[src/rtl/dac_spi_arbiter.sv]
// Round-robin arbiter that lets two requesters share one SPI DAC engine.
// One command is in flight at a time; each one ends in a done pulse, with a watchdog abort.
module dac_spi_arbiter #(
    parameter int unsigned TIMEOUT_CYCLES = 50000
) (
    input  logic        clk_in,
    input  logic        rst,

    input  logic        r0_valid,
    output logic        r0_ready,
    input  logic [1:0]  r0_mode,
    input  logic [15:0] r0_wr_infodata,
    input  logic [7:0]  r0_rd_info,
    input  logic [15:0] r0_delay_cnt,
    output logic        r0_done,
    output logic        r0_err,
    output logic [7:0]  r0_rd_data,

    input  logic        r1_valid,
    output logic        r1_ready,
    input  logic [1:0]  r1_mode,
    input  logic [15:0] r1_wr_infodata,
    input  logic [7:0]  r1_rd_info,
    input  logic [15:0] r1_delay_cnt,
    output logic        r1_done,
    output logic        r1_err,
    output logic [7:0]  r1_rd_data,

    output logic [1:0]  eng_mode_sel,
    output logic [15:0] eng_wr_infodata,
    output logic [7:0]  eng_rd_info,
    output logic [15:0] eng_delay_cnt,
    output logic        eng_valid,
    input  logic        eng_ready,
    input  logic [7:0]  eng_rd_data,

    output logic        busy,
    output logic        grant_id,
    output logic        timeout_err
);

    localparam logic [15:0] LAST_CNT     = 16'(TIMEOUT_CYCLES - 1);
    localparam logic [1:0]  MODE_READ    = 2'b01;
    localparam logic [1:0]  MODE_ILLEGAL = 2'b11;

    typedef enum logic [1:0] {IDLE, WAIT, GAP} state_e;

    state_e      state_q, state_d;
    logic        last_grant_q, grant_id_q;
    logic [15:0] cnt_q;
    logic [1:0]  eng_mode_q;
    logic [15:0] eng_wr_q, eng_dly_q;
    logic [7:0]  eng_rdi_q;
    logic        eng_valid_q;
    logic [1:0]  done_q, err_q;
    logic [7:0]  rd_data_q [2];
    logic        timeout_q;

    logic        gnt, accept, illegal, eng_done, eng_timeout;
    logic [1:0]  sel_mode;
    logic [15:0] sel_wr, sel_dly;
    logic [7:0]  sel_rdi;

    // A tie goes to whoever did not win last time; a lone requester always wins.
    always_comb begin
        gnt         = (r0_valid && r1_valid) ? ~last_grant_q : r1_valid;
        sel_mode    = gnt ? r1_mode        : r0_mode;
        sel_wr      = gnt ? r1_wr_infodata : r0_wr_infodata;
        sel_rdi     = gnt ? r1_rd_info     : r0_rd_info;
        sel_dly     = gnt ? r1_delay_cnt   : r0_delay_cnt;
        accept      = (state_q == IDLE) && (r0_valid || r1_valid);
        illegal     = (sel_mode == MODE_ILLEGAL);
        eng_done    = (state_q == WAIT) && eng_ready;
        eng_timeout = (state_q == WAIT) && !eng_ready && (cnt_q == LAST_CNT);
    end

    always_ff @(posedge clk_in) begin
        // NOTE: non-blocking (<=) so every register samples pre-edge values regardless of block order.
        if (rst) state_q <= IDLE;
        else     state_q <= state_d;
    end

    always_comb begin
        // NOTE: default assignment first so no path leaves state_d unassigned and infers a latch.
        state_d = state_q;
        case (state_q)
            IDLE:    if (accept) state_d = illegal ? GAP : WAIT;
            WAIT:    if (eng_done || eng_timeout) state_d = GAP;
            GAP:     state_d = IDLE;
            default: state_d = IDLE;
        endcase
    end

    always_comb begin
        r0_ready = accept && !gnt;
        r1_ready = accept && gnt;
        busy     = (state_q != IDLE);
    end

    always_ff @(posedge clk_in) begin
        if (rst) begin
            last_grant_q <= 1'b1;
            grant_id_q   <= 1'b0;
            cnt_q        <= '0;
            eng_mode_q   <= '0;
            eng_wr_q     <= '0;
            eng_rdi_q    <= '0;
            eng_dly_q    <= '0;
            eng_valid_q  <= 1'b0;
            done_q       <= '0;
            err_q        <= '0;
            // NOTE: read-back registers are reset too; requesters may read them before any read completes.
            rd_data_q[0] <= '0;
            rd_data_q[1] <= '0;
            timeout_q    <= 1'b0;
        end else begin
            done_q <= '0;
            err_q  <= '0;
            if (accept) begin
                grant_id_q   <= gnt;
                last_grant_q <= gnt;
                if (illegal) begin
                    done_q[gnt] <= 1'b1;
                    err_q[gnt]  <= 1'b1;
                end else begin
                    eng_mode_q  <= sel_mode;
                    eng_wr_q    <= sel_wr;
                    eng_rdi_q   <= sel_rdi;
                    eng_dly_q   <= sel_dly;
                    eng_valid_q <= 1'b1;
                    cnt_q       <= '0;
                end
            end else if (eng_done) begin
                eng_valid_q        <= 1'b0;
                done_q[grant_id_q] <= 1'b1;
                if (eng_mode_q == MODE_READ) rd_data_q[grant_id_q] <= eng_rd_data;
            end else if (eng_timeout) begin
                eng_valid_q        <= 1'b0;
                done_q[grant_id_q] <= 1'b1;
                err_q[grant_id_q]  <= 1'b1;
                timeout_q          <= 1'b1;
            end else if (state_q == WAIT) begin
                cnt_q <= cnt_q + 16'd1;
            end
        end
    end

    assign eng_mode_sel    = eng_mode_q;
    assign eng_wr_infodata = eng_wr_q;
    assign eng_rd_info     = eng_rdi_q;
    assign eng_delay_cnt   = eng_dly_q;
    assign eng_valid       = eng_valid_q;
    assign r0_done         = done_q[0];
    assign r1_done         = done_q[1];
    assign r0_err          = err_q[0];
    assign r1_err          = err_q[1];
    assign r0_rd_data      = rd_data_q[0];
    assign r1_rd_data      = rd_data_q[1];
    assign grant_id        = grant_id_q;
    assign timeout_err     = timeout_q;

endmodule

[config.mk]
export PLATFORM = sky130hd
export DESIGN_NAME = dac_spi_arbiter
export DESIGN_NICKNAME = d
export VERILOG_FILES = /design/src/rtl/dac_spi_arbiter.sv
export SDC_FILE = /design/constraint.sdc
export NUM_CORES = 1
export LEC_CHECK = 0
export CORE_MARGIN = 2
export CORE_UTILIZATION = 65
export CTS_BUF_LIST = sky130_fd_sc_hd__clkbuf_4 sky130_fd_sc_hd__clkbuf_8
export DETAILED_ROUTE_END_ITERATION = 8
export DONT_BUFFER_PORTS = 1
export HOLD_SLACK_MARGIN = 0.02
export MAX_ROUTING_LAYER = met4
export PLACE_DENSITY = 0.81
export SLEW_MARGIN = 20
export SYNTH_ARGS = -nofsm -noshare
export SYNTH_HDL_FRONTEND = slang
export SYNTH_SLANG_ARGS = --single-unit
[constraint.sdc]
create_clock -name clk_in -period 3.95 [get_ports clk_in]
set_clock_uncertainty 0.15 [all_clocks]
set_input_delay 0.79 -clock clk_in [delete_from_list [all_inputs] [get_ports clk_in]]
set_output_delay 0.79 -clock clk_in [all_outputs]
set_load 0.02 [all_outputs]
After elaboration in Yosys (flattened, before gate mapping):

Memories as Yosys holds them, arrays and structs flattened.
Cells that the tools add are included.

* equality and inequality tests: 9
* reductions and logical operators: 23
* multiplexer cells: 38
* magnitude comparators: 4
* bitwise gates (word level): 4
* $add $sub $neg: 1

Operators by type and width (count)
* $mux W16: 7
* $mux W2: 10
* $add A16 B1 Y16 const B: 1
* $eq A16 B16 Y1 const B: 1
* $mux W1: 16
* $mux W8: 2
* $logic_and A1 B1 Y1: 9
* $ne A2 B2 Y1 const B: 4
* $reduce_or A8 Y1: 1
* $reduce_and A2 Y1: 3
* $eq A2 B1 Y1 const B: 2
* $lt A1 B2 Y1 const B: 2
* $not A1 Y1: 4
* $pmux W2 S2: 1
* $reduce_and A4 Y1: 1
* $reduce_bool A2 Y1: 2
* $reduce_and A3 Y1: 1
* $reduce_bool A3 Y1: 1
* $demux W1 S1: 2
* $eq A2 B2 Y1 const B: 1
* $ge A1 B1 Y1 const B: 2
* $logic_not A1 Y1: 2
* $logic_not A2 Y1: 1
* $logic_or A1 B1 Y1: 2
* $ne A2 B1 Y1 const B: 1

* output and inout bits: 68
* register bits after elaboration: 68
* input bits: 97
* memory bits (writable): 16
* logic and storage cells: 92
* memories kept: 1

Memory list
* rd_data_q: depth 2, width 8, rd ports 2, clocked after Yosys merged registers in 0, write ports 2, line 56 `logic [7:0] rd_data_q [2];`

Logic depth before layout (Yosys ltp):

* word-level depth: 8
* depth in mapped cells: 8
* depth with buffers taken out: 6

Least setup slack after synthesis:

OpenSTA, ideal clock, no wires.

* path type: input -> output
* start: input port r1_valid
* end: output port r0_ready
* arrival time: 1.555 ns
* required time: 3.010 ns
* stages: 4
* setup slack: 1.455 ns
* path buffers: 1
* cell sequence: nor2_1 -> or2_1 -> buf_2 -> nor2_1

* cells in the longest elaborated chain, start to end: 4
* elaborated cells between the ends (all ways): 6
* those cells by class: mux: 1; reduce/logical: 5

RTL lines
* from (decl): line 19 `input logic r1_valid,`
* $logic_and A1 B1 Y1: line 66 `gnt = (r0_valid && r1_valid) ? ~last_grant_q : r1_valid;`
* $mux W1: line 66
* $logic_not A1 Y1: line 95 `r0_ready = accept && !gnt;`
* $logic_and A1 B1 Y1 *: line 95
* to (decl): line 10 `output logic r0_ready,`

Every way passes the cells marked *; elsewhere a longest branch is shown, timed or not.

Worst setup path in the final report:

* start: register state_q[1]
* end: output port r0_ready

* cells in the longest elaborated chain, start to end: 3

RTL lines
* from (decl): line 48 `state_e state_q, state_d;`
* from (signal assigned): line 80 `else state_q <= state_d;`
* $logic_not A2 Y1: line 71 `accept = (state_q == IDLE) && (r0_valid || r1_valid);`
* $logic_and A1 B1 Y1: line 71
* $logic_and A1 B1 Y1: line 95

No other way between the ends.

==> run_results.csv <==
group,metric,value,unit
run_status,status,"finished clean",
cts,cts.sinks,84,
sta,setup_viol_count_final,0,
routing,detail_route.wirelength.met1,3.42,mm
floorplanning,die_x,79.4,um
routing,wl_per_cell,18.3,um
pwr,ir_drop,360,uV
setup_path,path_cells,"or2_1 -> or2_1 -> nor2_1",
sta,fin_hold_ws,0.349,ns
global_route,grt_antenna_before_repair,0,
place,io_buffers,0,
routing,totalWireLength,9.00,mm
yosys,synthCells,428,
routing,highest_layer,"met4",
setup_path,cp_max_fo,11,
setup_path,start_kind,"register",
yosys,synth-seq-cells,84,
cts,htreeDepth,3,
setup_path,max_stage_delay,0.48,ns
yosys,ys_top_cells_by_count,"nand2_1, dfxtp_1, nor2_1",
final_layout,num-nets-final,512,
setup_path,crit_path_frequent_cell,"or2_1",
final_layout,nFillCells,405,
sta,hold_viol,0,
routing,first_pass_iters,5,
sta,rsz0062_at_grt,"no",
sta,finalCriticalPeriod,2.93,ns
final_layout,antenna_cells,0,
setup_path,crit_slowest_cell,"nor2_1",
place,post-dp-hpwl,6.45,mm
yosys,avgSynthCellArea,8.64,sq um
cts,cts_max_path_buffers,2,
floorplanning,rows,27,
cts,cts_setup_buffers,0,
sta,fin_setup_tns,0,ns
setup_path,cp-end-kind,"output pin",
routing,drc,0,
sta,max_freq,0.342,GHz
floorplanning,ioPinCount,165,
routing,ant_nets,0,
setup_path,cp.arrival,1.99,ns
global_route,grt_max_degree,64,
final_layout,final_core_util,71.7,%
yosys,ys_types,46,
cts,cts_made_buffers,9,
floorplanning,start_util,67.2,%
yosys,synth-edff-count,16,
yosys,synth_most_common_cell,"nand2_1",
cts,cts-root-buf,"clkbuf_8",
sta,post-route-period-util,74.1,%
final_layout,syn2layout_area_growth,6.70,%
floorplanning,core,5510,sq um
place,gp_congestion,0.842,
routing,drtIter0Drc,243,
hold_path,hold_class,"register to register",
global_route,first_global_vias,2897,
sta,slew_viol_final,0,
global_route,grt_pass1_wl,14.1,mm
setup_path,worst_ep_required_time,3.01,ns
yosys,syn_area,3700,sq um
final_layout,drive_gt1_share,7.64,%
global_route,track_usage,29.5,%
yosys,synthArstFlopShare,0,%
sta,worst_pin_slew,0.743,ns
cts,clock_latency,0.35,ns
cts,cts_resized,0,
setup_path,critPathKind,"register to output pin",
yosys,synth_area_leaders,"dfxtp_1, edfxtp_1, a311oi_1, nand2_1, nor2_1",
cts,clk_pin_slew,0.08,ns
cts,holdBufCountCts,0,
yosys,synth_top_area_share,36.8,%
final_layout,multi_input_area,1730,sq um
floorplanning,die_h,79.4,um
yosys,syn-num-nets,526,
final_layout,seqCellArea,1840,sq um
pwr,p_per_area,516,nW/um^2
yosys,ys_seq_area_share,49.8,%
run,maxCapViolCount,0,
sta,relSlewSlack,50.2,%
yosys,ys_warn_count,0,
routing,met3_length,780,um
yosys,synth_flop_cell,"dfxtp_1",
cts,cts_tree,"built",
floorplanning,dieArea,6310,sq um
routing,dr_wl_met2,4.56,mm
routing,via_count,3199,
routing,viasPerCell,6.52,
pwr,leakagePower,1.46,nW
yosys,yosysTopAreaCell,"dfxtp_1",
global_route,overflow,0,
==> critical path, delay by kind of cell (launching register included) <==
| kind | cells | cell delay (ns) |
|---|---|---|
| flops | 1 | 0.36 |
| simple gates | 3 | 1.28 |
==> path summary, 6_finish.rpt <==
path / start / to / slack [ns] / cells after the start
max: state_q[1] / r0_ready / 1.02 / 3
min: cnt_q[13] / cnt_q[13] / 0.35 / 1
max reg2reg: state_q[1] / eng_rd_info[4] / 1.18 / 6
min reg2reg: cnt_q[13] / cnt_q[13] / 0.35 / 1
==> stage by stage <==
stage                     cell area [sq um]  std cells  total power, mW  worst slack [ns]
final                                  3950        491             2.04              1.02
after CTS                              3950        491             2.04              1.03
after detailed placement               3730        475             1.39              1.11
after floorplan                        3700        428             1.33              1.45
after global placement                 3730        475             1.37              1.23
after global routing                   3950        491             2.13             0.963
==> cell usage in the layout (no fill, tap or decap), drive strengths merged, types with 4 or more instances in the layout <==
cell type | synthesis | final
or2 | 5 | 5
nand2 | 100 | 100
nand4 | 4 | 4
dfxtp | 68 | 68
edfxtp | 16 | 16
nor2 | 57 | 57
and2 | 19 | 19
nand3 | 8 | 8
a311oi | 46 | 46
a21oi | 8 | 8
buf | 11 | 5
o21ai | 17 | 17
clkbuf | 19 | 10
a31oi | 6 | 6
inv | 5 | 5
o31ai | 6 | 6
==> power by group <==
part	total [mW]	leakage, nW	internal (mW)	switching (mW)
combinational	0.268	0.631	0.0970	0.171
sequential	1.10	0.724	0.951	0.148
clock	0.671	0.106	0.363	0.308
total	2.04	1.46	1.41	0.627
==> sequential cells by signal (all words and copies together) (netlist names) <==
name,cells
cnt_q,16
eng_delay_cnt,16
eng_wr_infodata,16
rd_data_q,16
eng_rd_info,8
done_q,2
eng_mode_sel,2
err_q,2
state_q,2
eng_valid,1
grant_id,1
last_grant_q,1
timeout_err,1
==> cell type report <==
class	count	share of cell area, %
inverter	5	0.475
multi-input combinational	309	43.7
clock inverter	6	2.25
sequential	84	46.7
timing repair buffer	5	1.27
tap	72	2.28
clock buffer	10	3.33
==> logic make-up (layout without fill, tap and decap cells) <==
kind of cell	Yosys count	after routing	synth area share [%]
buf+inv	35	26	3.86
fa+ha+maj	1	1	0.338
simple gates	211	211	26.0
mux	1	1	0.304
compound gates	96	96	19.8
flops	84	84	49.8
==> layer usage <==
| layer | track usage [%] | vias to the layer above |
|---|---|---|
| li1 | - | 1514 |
| met1 | 35.7 | 1490 |
| met2 | 47.2 | 170 |
| met3 | 7.01 | 25 |
| met4 | 12.8 | 0 |
| met5 | - | - |
Note: power is estimated with default switching activity, not from simulation.
